[src/rtl/cpu_pkg.sv]
// Shared CPU types: physical tag / architectural register widths and the reserved zero tag.
package cpu_pkg;
  localparam int NUM_ARCH_REGS = 32;
  localparam int NUM_TAGS      = 64;
  localparam int NUM_TAGS_LOG2 = $clog2(NUM_TAGS);
  localparam int ARCH_LOG2     = $clog2(NUM_ARCH_REGS);

  typedef logic [NUM_TAGS_LOG2-1:0] tag_t;
  typedef logic [ARCH_LOG2-1:0]     arch_reg_t;
  typedef logic [NUM_TAGS-1:0]      free_vec_t;

  localparam tag_t TAG_ZERO = '0;
endpackage

[src/rtl/rename_stage_if.sv]
// Decode -> rename -> issue-queue bundle plus the ROB retire port.
// RENAME_FLUSH_EN adds the flush signal.
interface rename_stage_if;
  import cpu_pkg::*;

  logic        in_valid;
  logic [3:0]  in_op;
  arch_reg_t   in_rs1, in_rs2, in_rd;
  logic [31:0] in_imm;
  logic        in_uses_imm, in_writes_rd;
  logic        stall_in;
  logic        rename_stall;
  logic        out_valid;
  logic [3:0]  op;
  logic [31:0] imm;
  tag_t        tag_rd, tag_rs1, tag_rs2, old_tag_rd;
  logic        retire_valid;
  arch_reg_t   retire_arch_rd;
  tag_t        retire_tag_rd, retire_old_tag;
`ifdef RENAME_FLUSH_EN
  logic        flush;

  modport master (
    output in_valid, in_op, in_rs1, in_rs2, in_rd, in_imm, in_uses_imm, in_writes_rd,
    output stall_in, retire_valid, retire_arch_rd, retire_tag_rd, retire_old_tag, flush,
    input  rename_stall, out_valid, op, imm, tag_rd, tag_rs1, tag_rs2, old_tag_rd
  );
  modport slave (
    input  in_valid, in_op, in_rs1, in_rs2, in_rd, in_imm, in_uses_imm, in_writes_rd,
    input  stall_in, retire_valid, retire_arch_rd, retire_tag_rd, retire_old_tag, flush,
    output rename_stall, out_valid, op, imm, tag_rd, tag_rs1, tag_rs2, old_tag_rd
  );
`else
  modport master (
    output in_valid, in_op, in_rs1, in_rs2, in_rd, in_imm, in_uses_imm, in_writes_rd,
    output stall_in, retire_valid, retire_arch_rd, retire_tag_rd, retire_old_tag,
    input  rename_stall, out_valid, op, imm, tag_rd, tag_rs1, tag_rs2, old_tag_rd
  );
  modport slave (
    input  in_valid, in_op, in_rs1, in_rs2, in_rd, in_imm, in_uses_imm, in_writes_rd,
    input  stall_in, retire_valid, retire_arch_rd, retire_tag_rd, retire_old_tag,
    output rename_stall, out_valid, op, imm, tag_rd, tag_rs1, tag_rs2, old_tag_rd
  );
`endif
endinterface

[src/rtl/free_list.sv]
// Physical tag free vector with lowest-index allocation.
// RENAME_FLUSH_EN adds a flush that reloads the vector from a rebuild input.
module free_list
  import cpu_pkg::*;
(
  input  logic      clk,
  input  logic      rst,
  input  logic      alloc,
  input  logic      free_valid,
  input  tag_t      free_tag,
`ifdef RENAME_FLUSH_EN
  input  logic      flush,
  input  free_vec_t rebuild_vec,
`endif
  output tag_t      alloc_tag,
  output logic      empty
);
  // Tags 0..31 start mapped to the architectural registers.
  localparam free_vec_t RESET_FREE = {{(NUM_TAGS-NUM_ARCH_REGS){1'b1}}, {NUM_ARCH_REGS{1'b0}}};

  free_vec_t free_reg, free_next;

  always_comb begin
    alloc_tag = TAG_ZERO;
    for (int i = NUM_TAGS-1; i >= 0; i--) begin
      if (free_reg[i]) alloc_tag = tag_t'(i);
    end
    empty = ~|free_reg;
  end

  // A tag freed this cycle only becomes allocatable next cycle.
  for (genvar gi = 0; gi < NUM_TAGS; gi++) begin : g_bit
    if (gi == 0) begin : g_zero
      assign free_next[gi] = 1'b0;
    end else begin : g_tag
      assign free_next[gi] = (free_reg[gi] | (free_valid && free_tag == tag_t'(gi)))
                             & ~(alloc && alloc_tag == tag_t'(gi));
    end
  end

  always_ff @(posedge clk) begin
    if (rst) begin
      free_reg <= RESET_FREE;
`ifdef RENAME_FLUSH_EN
    end else if (flush) begin
      free_reg <= rebuild_vec;
`endif
    end else begin
      free_reg <= free_next;
    end
  end
endmodule

[src/rtl/rename_stage.sv]
// Register rename stage: speculative RAT, tag allocation and a registered micro-op to the issue queue.
// RENAME_FLUSH_EN adds a committed RAT and flush recovery.
module rename_stage
  import cpu_pkg::*;
(
  input logic           clk,
  input logic           rst,
  rename_stage_if.slave bus
);
  tag_t rat_reg [NUM_ARCH_REGS];
  tag_t alloc_tag;
  logic pool_empty, needs_alloc, accept, do_alloc, flush_now, free_valid;

  logic        out_valid_reg;
  logic [3:0]  op_reg;
  logic [31:0] imm_reg;
  tag_t        tag_rd_reg, tag_rs1_reg, tag_rs2_reg, old_tag_rd_reg;

  assign needs_alloc      = bus.in_writes_rd && (bus.in_rd != '0);
  assign bus.rename_stall = bus.stall_in | (bus.in_valid & needs_alloc & pool_empty);
  assign accept           = bus.in_valid & ~bus.rename_stall & ~flush_now;
  assign do_alloc         = accept & needs_alloc;
  assign free_valid       = bus.retire_valid && (bus.retire_old_tag != TAG_ZERO);

`ifdef RENAME_FLUSH_EN
  tag_t      committed_reg  [NUM_ARCH_REGS];
  tag_t      committed_next [NUM_ARCH_REGS];
  free_vec_t referenced, rebuild_vec;

  assign flush_now = bus.flush;

  for (genvar gi = 0; gi < NUM_ARCH_REGS; gi++) begin : g_commit
    assign committed_next[gi] = (bus.retire_valid && gi != 0 && bus.retire_arch_rd == arch_reg_t'(gi))
                                ? bus.retire_tag_rd : committed_reg[gi];
    always_ff @(posedge clk) begin
      if (rst) committed_reg[gi] <= tag_t'(gi);
      else     committed_reg[gi] <= committed_next[gi];
    end
  end

  // Everything the committed map does not point at is free again; tag 0 never is.
  always_comb begin
    referenced = '0;
    for (int i = 0; i < NUM_ARCH_REGS; i++) referenced[committed_next[i]] = 1'b1;
    rebuild_vec    = ~referenced;
    rebuild_vec[0] = 1'b0;
  end
`else
  logic unused_retire;
  assign flush_now     = 1'b0;
  assign unused_retire = ^{bus.retire_arch_rd, bus.retire_tag_rd};
`endif

  free_list u_free_list (
    .clk        (clk),
    .rst        (rst),
    .alloc      (do_alloc),
    .free_valid (free_valid),
    .free_tag   (bus.retire_old_tag),
`ifdef RENAME_FLUSH_EN
    .flush      (flush_now),
    .rebuild_vec(rebuild_vec),
`endif
    .alloc_tag  (alloc_tag),
    .empty      (pool_empty)
  );

  // Entry 0 is never written: needs_alloc excludes rd == 0 and retire skips x0.
  for (genvar gi = 0; gi < NUM_ARCH_REGS; gi++) begin : g_rat
    always_ff @(posedge clk) begin
      if (rst) begin
        rat_reg[gi] <= tag_t'(gi);
`ifdef RENAME_FLUSH_EN
      end else if (flush_now) begin
        rat_reg[gi] <= committed_next[gi];
`endif
      end else if (do_alloc && bus.in_rd == arch_reg_t'(gi)) begin
        rat_reg[gi] <= alloc_tag;
      end
    end
  end

  always_ff @(posedge clk) begin
    if (rst) begin
      out_valid_reg  <= 1'b0;
      op_reg         <= '0;
      imm_reg        <= '0;
      tag_rd_reg     <= TAG_ZERO;
      tag_rs1_reg    <= TAG_ZERO;
      tag_rs2_reg    <= TAG_ZERO;
      old_tag_rd_reg <= TAG_ZERO;
    end else if (flush_now) begin
      out_valid_reg <= 1'b0;
    end else if (bus.stall_in) begin
      out_valid_reg <= out_valid_reg;
    end else if (accept) begin
      // Sources see the pre-update RAT, so rd == rs returns the old mapping.
      out_valid_reg  <= 1'b1;
      op_reg         <= bus.in_op;
      imm_reg        <= bus.in_imm;
      tag_rs1_reg    <= rat_reg[bus.in_rs1];
      tag_rs2_reg    <= bus.in_uses_imm ? TAG_ZERO : rat_reg[bus.in_rs2];
      tag_rd_reg     <= needs_alloc ? alloc_tag : TAG_ZERO;
      old_tag_rd_reg <= needs_alloc ? rat_reg[bus.in_rd] : TAG_ZERO;
    end else begin
      out_valid_reg <= 1'b0;
    end
  end

  assign bus.out_valid  = out_valid_reg;
  assign bus.op         = op_reg;
  assign bus.imm        = imm_reg;
  assign bus.tag_rd     = tag_rd_reg;
  assign bus.tag_rs1    = tag_rs1_reg;
  assign bus.tag_rs2    = tag_rs2_reg;
  assign bus.old_tag_rd = old_tag_rd_reg;
endmodule

[src/flat_wrapper.sv]
// flat-port wrapper written by rule: the top's interface ports become plain ports
module rename_stage_flat import cpu_pkg::*;
  (clk, rst, bus_in_valid, bus_in_op, bus_in_rs1, bus_in_rs2, bus_in_rd, bus_in_imm, bus_in_uses_imm, bus_in_writes_rd, bus_stall_in, bus_retire_valid, bus_retire_arch_rd, bus_retire_tag_rd, bus_retire_old_tag, bus_rename_stall, bus_out_valid, bus_op, bus_imm, bus_tag_rd, bus_tag_rs1, bus_tag_rs2, bus_old_tag_rd);
  rename_stage_if bus_i ();
  input logic clk;
  input logic rst;
  input wire logic [$bits(bus_i.in_valid)-1:0] bus_in_valid;
  input wire logic [$bits(bus_i.in_op)-1:0] bus_in_op;
  input wire logic [$bits(bus_i.in_rs1)-1:0] bus_in_rs1;
  input wire logic [$bits(bus_i.in_rs2)-1:0] bus_in_rs2;
  input wire logic [$bits(bus_i.in_rd)-1:0] bus_in_rd;
  input wire logic [$bits(bus_i.in_imm)-1:0] bus_in_imm;
  input wire logic [$bits(bus_i.in_uses_imm)-1:0] bus_in_uses_imm;
  input wire logic [$bits(bus_i.in_writes_rd)-1:0] bus_in_writes_rd;
  input wire logic [$bits(bus_i.stall_in)-1:0] bus_stall_in;
  input wire logic [$bits(bus_i.retire_valid)-1:0] bus_retire_valid;
  input wire logic [$bits(bus_i.retire_arch_rd)-1:0] bus_retire_arch_rd;
  input wire logic [$bits(bus_i.retire_tag_rd)-1:0] bus_retire_tag_rd;
  input wire logic [$bits(bus_i.retire_old_tag)-1:0] bus_retire_old_tag;
  output wire logic [$bits(bus_i.rename_stall)-1:0] bus_rename_stall;
  output wire logic [$bits(bus_i.out_valid)-1:0] bus_out_valid;
  output wire logic [$bits(bus_i.op)-1:0] bus_op;
  output wire logic [$bits(bus_i.imm)-1:0] bus_imm;
  output wire logic [$bits(bus_i.tag_rd)-1:0] bus_tag_rd;
  output wire logic [$bits(bus_i.tag_rs1)-1:0] bus_tag_rs1;
  output wire logic [$bits(bus_i.tag_rs2)-1:0] bus_tag_rs2;
  output wire logic [$bits(bus_i.old_tag_rd)-1:0] bus_old_tag_rd;
  assign bus_i.in_valid = bus_in_valid;
  assign bus_i.in_op = bus_in_op;
  assign bus_i.in_rs1 = bus_in_rs1;
  assign bus_i.in_rs2 = bus_in_rs2;
  assign bus_i.in_rd = bus_in_rd;
  assign bus_i.in_imm = bus_in_imm;
  assign bus_i.in_uses_imm = bus_in_uses_imm;
  assign bus_i.in_writes_rd = bus_in_writes_rd;
  assign bus_i.stall_in = bus_stall_in;
  assign bus_i.retire_valid = bus_retire_valid;
  assign bus_i.retire_arch_rd = bus_retire_arch_rd;
  assign bus_i.retire_tag_rd = bus_retire_tag_rd;
  assign bus_i.retire_old_tag = bus_retire_old_tag;
  assign bus_rename_stall = bus_i.rename_stall;
  assign bus_out_valid = bus_i.out_valid;
  assign bus_op = bus_i.op;
  assign bus_imm = bus_i.imm;
  assign bus_tag_rd = bus_i.tag_rd;
  assign bus_tag_rs1 = bus_i.tag_rs1;
  assign bus_tag_rs2 = bus_i.tag_rs2;
  assign bus_old_tag_rd = bus_i.old_tag_rd;
  rename_stage u_core (.clk(clk), .rst(rst), .bus(bus_i));
endmodule
[config.mk]
export PLATFORM = sky130hd
export DESIGN_NAME = rename_stage_flat
export DESIGN_NICKNAME = d
export VERILOG_FILES = /design/src/rtl/cpu_pkg.sv /design/src/rtl/rename_stage_if.sv /design/src/rtl/free_list.sv /design/src/rtl/rename_stage.sv /design/src/flat_wrapper.sv
export SDC_FILE = /design/constraint.sdc
export NUM_CORES = 1
export LEC_CHECK = 0
export CORE_MARGIN = 3
export CORE_UTILIZATION = 30
export CTS_CLUSTER_SIZE = 20
export DETAILED_ROUTE_END_ITERATION = 10
export PLACE_DENSITY = 0.44
export RECOVER_POWER = 25
export SYNTH_ARGS = -nofsm -noshare
export SYNTH_HDL_FRONTEND = slang
export SYNTH_SLANG_ARGS = --single-unit
[constraint.sdc]
create_clock -name clk -period 9.33 [get_ports clk]
set_input_delay 2.799 -clock clk [delete_from_list [all_inputs] [get_ports clk]]
set_output_delay 2.799 -clock clk [all_outputs]
set_load 0.005 [all_outputs]
==> metrics.cfg, run 1 <==
[sta]
slew_violations=168
worst_slew_pin_slew_ns=3.24
max_freq_mhz=120
fin_crit_ns=8.36
setup_violations=0
fin_setup_tns_ns=0
hold_viol=0
rsz0062_at_grt=no
fin_skew_ns=0.0318
relSlewSlack_pct=-116
finalCritPeriodShare_pct=89.7

[setup_path]
cpLargestDelayFamily=buffers and inverters
crit_type=primary input to output pin
worstRegToRegCells=7
reg2reg_to=u_core.bus.tag_rd[5]
cp-end-kind=output pin
worstSetupStartpointType=primary input
crit_buf_inv=4
r2r-start=u_core.u_free_list.free_reg[22]
worstPathRequired_ns=6.53
arrival_ns=5.57
cp_max_fo=27
cpMaxStageDelayCell=a21boi_0
worstPathCellList=dlygate4sd3_1, buf_4, nor4_1, clkbuf_1, a21boi_0, a31o_2, clkdlybuf4s50_1
critPathMaxStageDelay_ns=0.78
r2r_slack_ns=5.11

[clock_tree]
cts_tree=built
clock_latency_ns=0.57
numClockSinks=316
cts_hold_buf=0
cts_buffers=40
cts_resized=0
clockBufferDepth=3
cts.clk_slew.worst_paths_ns=0.05
cts.htree.levels=2
cts_root_buf=clkbuf_16
post_cts_buffers=0

[min_path]
hold_depth=2
hold_end=u_core.bus.tag_rd[4]
hold_class=register to register
worstHoldStart=u_core.bus.tag_rd[4]

[synthesis]
yosysSeqAreaShare_pct=46.8
syn-instance-count=1511
synth-seq-cells=316
synth_edf_count=192
syn_area_sq_um=17600
ys.flop_type=edfxtp_1
avgSynthCellArea_sq_um=11.7
ys_types=69
synth_warnings=0
ys_async_sr_fraction_pct=0

[run_status]
outcome=complete, but fails checks
failed_checks=capacitance limit, slew limit

[drt]
vias_per_cell=5.72
wl_per_cell_um=26.5
drtAntennaViolNets=0
drtIter0Drc=1353
drt_wl_total_um=63300
drc=0
first_pass_iters=5
num_vias=13700

[placed_design]
dp_hpwl_um=44700
placed_area_sq_um=19600
place.gp.congestion=0.862
port_buffers=125

[global_route]
grt_max_degree=69
antenna_found_initial=0
first_global_vias=13200
grt_pass1_wl_um=91700
track_usage_pct=20.3
overflow=0

[floorplan]
dieHeight_um=248
ios=137
core_area_sq_um=57900
die_w_um=248
rows=88
fp.dieArea_sq_um=61700
initial_core_util_pct=30.4

[layout]
drive_gt1_share_pct=18.4
largest_reg_flops=192
layout_commonest_cell=nand2_1
syn2layout_area_growth_pct=18.6
fin_area_sq_um=20900
layout_common_cells=nand2_1 (211), edfxtp_1 (192), mux4_2 (180)
num-nets-final=1666

[power]
powerDensity_nw_per_um2=173
ir_drop_uv=104
total_leakage_power_nw=6.51
power_mw=3.63

[job]
maxCapViolations=4

## metrics by stage
stage / utilization, % / std cells / worst slack (ns) / hold slack, ns
final: 36.1 / 2389 / 0.965 / 0.448
after global routing: 36.1 / 2388 / 0.769 / 0.467
after CTS: 36.2 / 2388 / 1.47 / 0.454
after detailed placement: 33.8 / 2314 / 1.48 / 0.447
after global placement: 33.8 / 2314 / 1.46 / 0.442
after floorplan: - / 1516 / 2.68 / 0.448
## metal layers
| metal | GRT usage, % | up-vias | part of all wire [%] |
|---|---|---|---|
| li1 | - | 6082 | - |
| met1 | 27.1 | 7020 | 43 |
| met2 | 33.8 | 465 | 49 |
| met3 | 2.91 | 91 | 5.2 |
| met4 | 7.03 | 0 | 3.4 |
| met5 | 0 | - | 0 |
## how the worst max path moves through the flow
stage | to | from | depth (start not counted)
global route | bus_rename_stall | bus_in_rd[3] | 7
finish | bus_rename_stall | bus_in_rd[3] | 7
CTS | bus_rename_stall | bus_in_rd[3] | 7
global placement | bus_rename_stall | bus_in_rd[3] | 7
detailed placement | bus_rename_stall | bus_in_rd[3] | 7
floorplan | bus_rename_stall | bus_in_rd[1] | 4
## report_power, final
part / internal, mW / total [mW] / switching, mW
Combinational: 0.176 / 0.457 / 0.281
Sequential: 1.51 / 1.54 / 0.0241
Clock: 1.00 / 1.63 / 0.630
## synth_stat cells, types with 13 or more instances
library cell  instances  area [sq um]
mux2i_1              18           180
nor2b_1              16           100
dfxtp_1             124          2480
a31oi_1              39           244
buf_2                25           125
nand2b_1             14          87.6
nor2_1              158           593
nand2_1             211           792
o21ai_0              32           160
a211oi_1             43           323
buf_1                16          60.1
a21oi_1              85           425
clkbuf_1             75           282
o2bb2ai_1            13           114
nor3_1               62           310
a311oi_1             21           184
mux4_2              180          4050
nand3_1              34           170
inv_1                17          63.8
nor4_1               22           138
edfxtp_1            192          5770
## layout make-up
cell class                      instances  area, sq um
Fill cell                            5749        37000
Timing Repair Buffer                  154         1420
Clock buffer                           54         1110
Tap cell                              765          957
Inverter                               19         71.3
Multi-Input combinational cell       1060         8840
Sequential cell                       316         8250
Antenna cell                            1         2.50
Clock inverter                         20          260
## cells by family after synthesis
group	synth area share, %
mux	24.0
flops	46.8
other cells	0.0213
simple gates	15.3
compound gates	10.6
buf+inv	3.34
## worst reg2reg max path: stages, from the launching register on
cell and delay, ns:
dfxtp_1 0.37, nor4_1 0.74, nand4_1 0.28, nor4_2 0.73
a21oi_1 0.71, clkbuf_1 0.72, nand3_1 0.29, a21oi_1 0.09
(Power assumes the default switching activity.)
==> run 2, diff against run 1 <==
- PLACE_DENSITY: 0.44 -> 0.57
==> metrics.cfg, run 2 (same netlist as run 1, synthesis figures left out) <==
[job]
maxCapViolations=5  ; +1

[placed_design]
port_buffers=125  ; unchanged
placedCellCount=2309  ; -0.22%
place.gp.congestion=0.907  ; +5.2%
placed_area_sq_um=19500  ; -0.19%
dp_hpwl_um=40500  ; -9.4%

[drt]
wl_per_cell_um=24.6  ; -7.0%
num_vias=13900  ; +1.8%
vias_per_cell=5.84  ; +2.2%
drtAntennaViolNets=0  ; unchanged
drtIter0Drc=1692  ; +25%
drc=0  ; unchanged
drt_wl_total_um=58700  ; -7.3%
first_pass_iters=5  ; unchanged

[floorplan]
fp.dieArea_sq_um=61700  ; unchanged
die_w_um=248  ; unchanged
core_area_sq_um=57900  ; unchanged
ios=137  ; unchanged
rows=88  ; unchanged
dieHeight_um=248  ; unchanged
initial_core_util_pct=30.4  ; unchanged

[setup_path]
critPathLaunch=bus_in_rd[3]
crit_type=primary input to output pin
endpoint=bus_rename_stall
cp_max_fo=27  ; unchanged
worstSetupStartpointType=primary input
r2r_slack_ns=4.73  ; -0.38 ns
r2r-start=u_core.u_free_list.free_reg[1]
worstRegToRegCells=7  ; unchanged
worstPathRequired_ns=6.53  ; about the same
reg2reg_to=u_core.bus.old_tag_rd[3]
cp-end-kind=output pin
arrival_ns=5.45  ; -0.12 ns

[sta]
finalCritPeriodShare_pct=88.4  ; -1.3 points
relSlewSlack_pct=-116  ; +0.41 points
worst_slew_pin_slew_ns=3.24  ; -0.00622 ns
fin_setup_tns_ns=0  ; unchanged
max_freq_mhz=121  ; +1.4%
setup_violations=0  ; unchanged
fin_crit_ns=8.25  ; -0.117 ns
fin_skew_ns=0.0322  ; +0.000467 ns
hold_viol=0  ; unchanged
slew_violations=219  ; +30%
rsz0062_at_grt=no

[layout]
largest_reg_flops=192  ; unchanged
layout_commonest_cell=nand2_1
layout_common_cells=nand2_1 (211), edfxtp_1 (192), mux4_2 (180)
fin_area_sq_um=20800  ; -0.46%
syn2layout_area_growth_pct=18.0
filler_cell_count=5662  ; -1.5%
fin_cells=2381  ; -0.33%
num-nets-final=1660  ; -0.36%
diodes=0  ; -1
drive_gt1_share_pct=18.4  ; about the same

[clock_tree]
cts_resized=0  ; unchanged
cts_tree=built
cts.clk_slew.worst_paths_ns=0.06  ; about the same
clockBufferDepth=3  ; unchanged
cts.htree.levels=2  ; unchanged
clock_latency_ns=0.57  ; about the same
numClockSinks=316  ; unchanged
post_cts_buffers=0  ; unchanged
cts_root_buf=clkbuf_16
cts_hold_buf=0  ; unchanged
cts_buffers=39  ; -2.5%

[run_status]
failed_checks=capacitance limit, slew limit
outcome=complete, but fails checks

[global_route]
grt_max_degree=72  ; +4.3%
overflow=0  ; unchanged
grt_pass1_wl_um=85800  ; -6.5%
first_global_vias=13300  ; +0.13%
antenna_found_initial=2  ; +2
track_usage_pct=18.6  ; -1.7 points

[power]
total_leakage_power_nw=6.44  ; -0.99%
power_mw=3.51  ; -3.2%
powerDensity_nw_per_um2=169  ; -2.8%
ir_drop_uv=108  ; +4.3%

[min_path]
hold_class=register to register

-- run 2: layer usage --
metal | global-route usage [%] | up-vias | part of all wire [%]
met5 | 0 | - | 0.046
met4 | 7.70 | 4 | 4.4
met3 | 3.19 | 139 | 7.8
met2 | 29.9 | 694 | 47
met1 | 25.0 | 7004 | 40
li1 | - | 6064 | -
-- run 2: layout make-up --
cell class | count | area, sq um | area share, %
clock buffers | 56 | 1170 | 5.64
clock inverters | 16 | 126 | 0.607
inverters | 19 | 71.3 | 0.343
multi-input cells | 1060 | 8840 | 42.5
flip-flops and latches | 316 | 8250 | 39.6
well taps | 765 | 957 | 4.60
repair buffers | 149 | 1380 | 6.65
-- run 2: where the power goes --
| group | internal (mW) | switching [mW] |
|---|---|---|
| Sequential | 1.51 | 0.0236 |
| Combinational | 0.174 | 0.265 |
| Clock | 0.907 | 0.626 |
-- run 2: stage by stage --
stage	setup slack [ns]	util (%)	hold WS, ns
after floorplan	2.68	-	0.448
after global placement	1.49	33.7	0.442
after detailed placement	1.47	33.7	0.446
after CTS	1.47	36.0	0.454
after global routing	0.913	35.9	0.467
final	1.08	35.9	0.446
-- run 2: worst max-delay path: stages --
cell and delay (ns):
clkdlybuf4s50_1 0.46, buf_4 0.34, nor4_1 0.09, buf_4 0.20
a21boi_0 0.76, a31o_2 0.29, clkdlybuf4s50_1 0.50
-- run 2: worst min-delay path by stage --
| stage | end | cells after the start | start | slack, ns |
|---|---|---|---|---|
| global placement | u_core.bus.op[3] | 2 | u_core.bus.op[3] | 0.44 |
| global route | u_core.bus.imm[11] | 2 | u_core.bus.imm[11] | 0.47 |
| detailed placement | u_core.bus.tag_rd[2] | 2 | u_core.bus.tag_rd[2] | 0.45 |
| floorplan | u_core.bus.tag_rd[2] | 2 | u_core.bus.tag_rd[2] | 0.45 |
| finish | u_core.bus.tag_rd[2] | 2 | u_core.bus.tag_rd[2] | 0.45 |
| CTS | u_core.bus.op[3] | 2 | u_core.bus.op[3] | 0.45 |
==> edit (flow settings as in run 2) <==
`NUM_TAGS`: 64 -> 128.
--- a/src/rtl/cpu_pkg.sv
+++ b/src/rtl/cpu_pkg.sv
@@ -3,3 +3,3 @@
   localparam int NUM_ARCH_REGS = 32;
-  localparam int NUM_TAGS      = 64;
+  localparam int NUM_TAGS      = 128;
   localparam int NUM_TAGS_LOG2 = $clog2(NUM_TAGS);
Interface: changed (6 resized); port bits go from 137 to 143. The function was not compared with the original's and may differ.
==> edit against run 2 <==
Synthesized area increased by 30%. Routed wire length increased by 35%. Setup slack improved by 0.31 ns. Final area increased by 27%. Register-to-register slack improved by 0.30 ns. Clock power increased by 20%. Global-route usage increased by 0.86 points. Sequential cell count increased by 100. Combinational power increased by 17%. Total power increased by 24%. Final cell count increased by 28%. Critical path type unchanged. Largest power group unchanged.
==> edit: results (changes against run 2) <==
Hold EP: u_core.bus.imm[18]
met2 wire len: 37700 um (+35%)
number of flip-flops under the largest register name: 224 (+17%)
Worst Hold Margin: 0.452 ns (+0.00521 ns)
Setup Skew: 0.0380 ns (+0.00575 ns)
top layer in use: met4
Layout fillers: 7343 (+30%)
reg2reg start: u_core.u_free_list.free_reg[11]
Power Internal: 0.00322 W (+24%)
CP Max Fanout: 29 (+7.4%)
Worst path slowest cell: or4_1
library cells used by synthesis: 91 (+32%)
sequential-to-total area share from yosys stat: 46.1% (-0.71 points)
vias in the first global route: 17664 (+33%)
top post-synthesis cells by area: edfxtp_1, mux4_2, dfxtp_1, a211oi_1, nor2_1
Post-synth EDFFs: 224 (+17%)
pre-CTS setup slack: 1.60 ns (+0.126 ns)
reg-to-reg endpoint: u_core.u_free_list.free_reg[16]
met3 global-route usage: 3.96% (+0.78 points)
GR Util met2: 31.7% (+1.9 points)
final net count: 2125 (+28%)
slew at the pin closest to its max-slew limit: 1.43 ns (-1.81 ns)
total CTS buffers: 45 (+15%)
fin crit share: 85.1% (-3.3 points)
VDD IR-drop max: 0.120 mV (+11%)
hold depth: 2 (unchanged)
Max stage delay on crit path: 0.84 ns (+0.08 ns)
drt initial violations: 2346 (+39%)
DR WL/cell: 25.9 um (+5.1%)
IO buf count: 130 (+4.0%)
Met1 Routed Length: 31000 um (+31%)
Power Dens Cells: 164 mW/mm^2 (-2.5%)
status: finished clean
r2r setup slk: 5.03 ns (+0.30 ns)
share of layout cells above drive strength 1: 18.3% (-0.12 points)
Cells after DPL: 2970 (+29%)
Combinational Power: 0.000513 W (+17%)
Tot GR Track Use: 19.5% (+0.86 points)
min-delay src: u_core.bus.imm[18]
leak pwr: 8.03 nW (+25%)
Worst-Skew Late Latency: 0.60 ns (+0.03 ns)
GRT met1 Usage: 26.0% (+0.93 points)
gpl congestion: 0.950 (+4.7%)
final wirelength: 79000 um (+35%)
DP Area: 0.0250 sq mm (+28%)
Final HPWL DP: 55100 um (+36%)
Post-Synthesis Cells: 1995 (+32%)
power share of the clock group: 42.1% (-1.6 points)
largest net degree at the start of global routing: 98 (+36%)
reg2reg path depth: 9 (+2)
first-pass GRT wire length: 117000 um (+36%)
## edit: changes by cell type after synthesis, sizes merged, moves of 30 or more
cell and delta:
mux4 +30, a21oi +76, nor2 +100, edfxtp +32
a211oi +92, dfxtp +68
## edit: cells by family (layout without fill, tap and decap cells)
kind of cell / after synthesis / after routing / share of synthesized area [%]
other: 1 / 9 / 0.0163
buffers and inverters: 176 / 255 / 3.31
multiplexers: 231 / 231 / 21.6
AND/OR/NAND/NOR: 709 / 709 / 15.1
flip-flops: 416 / 416 / 46.1
AO/OA/AOI/OAI: 462 / 462 / 13.9
## edit: area by class of cell
cell class              count  area (sq um)  share of cell area, %
well taps                 969          1210                   4.60
inverters                  22          82.6                  0.313
clock inverters            23           243                  0.920
multi-input cells        1409         11600                   44.0
diodes                      2          5.00                 0.0190
repair buffers            154          1450                   5.50
flip-flops and latches    416         10600                   40.1
clock buffers              56          1220                   4.62
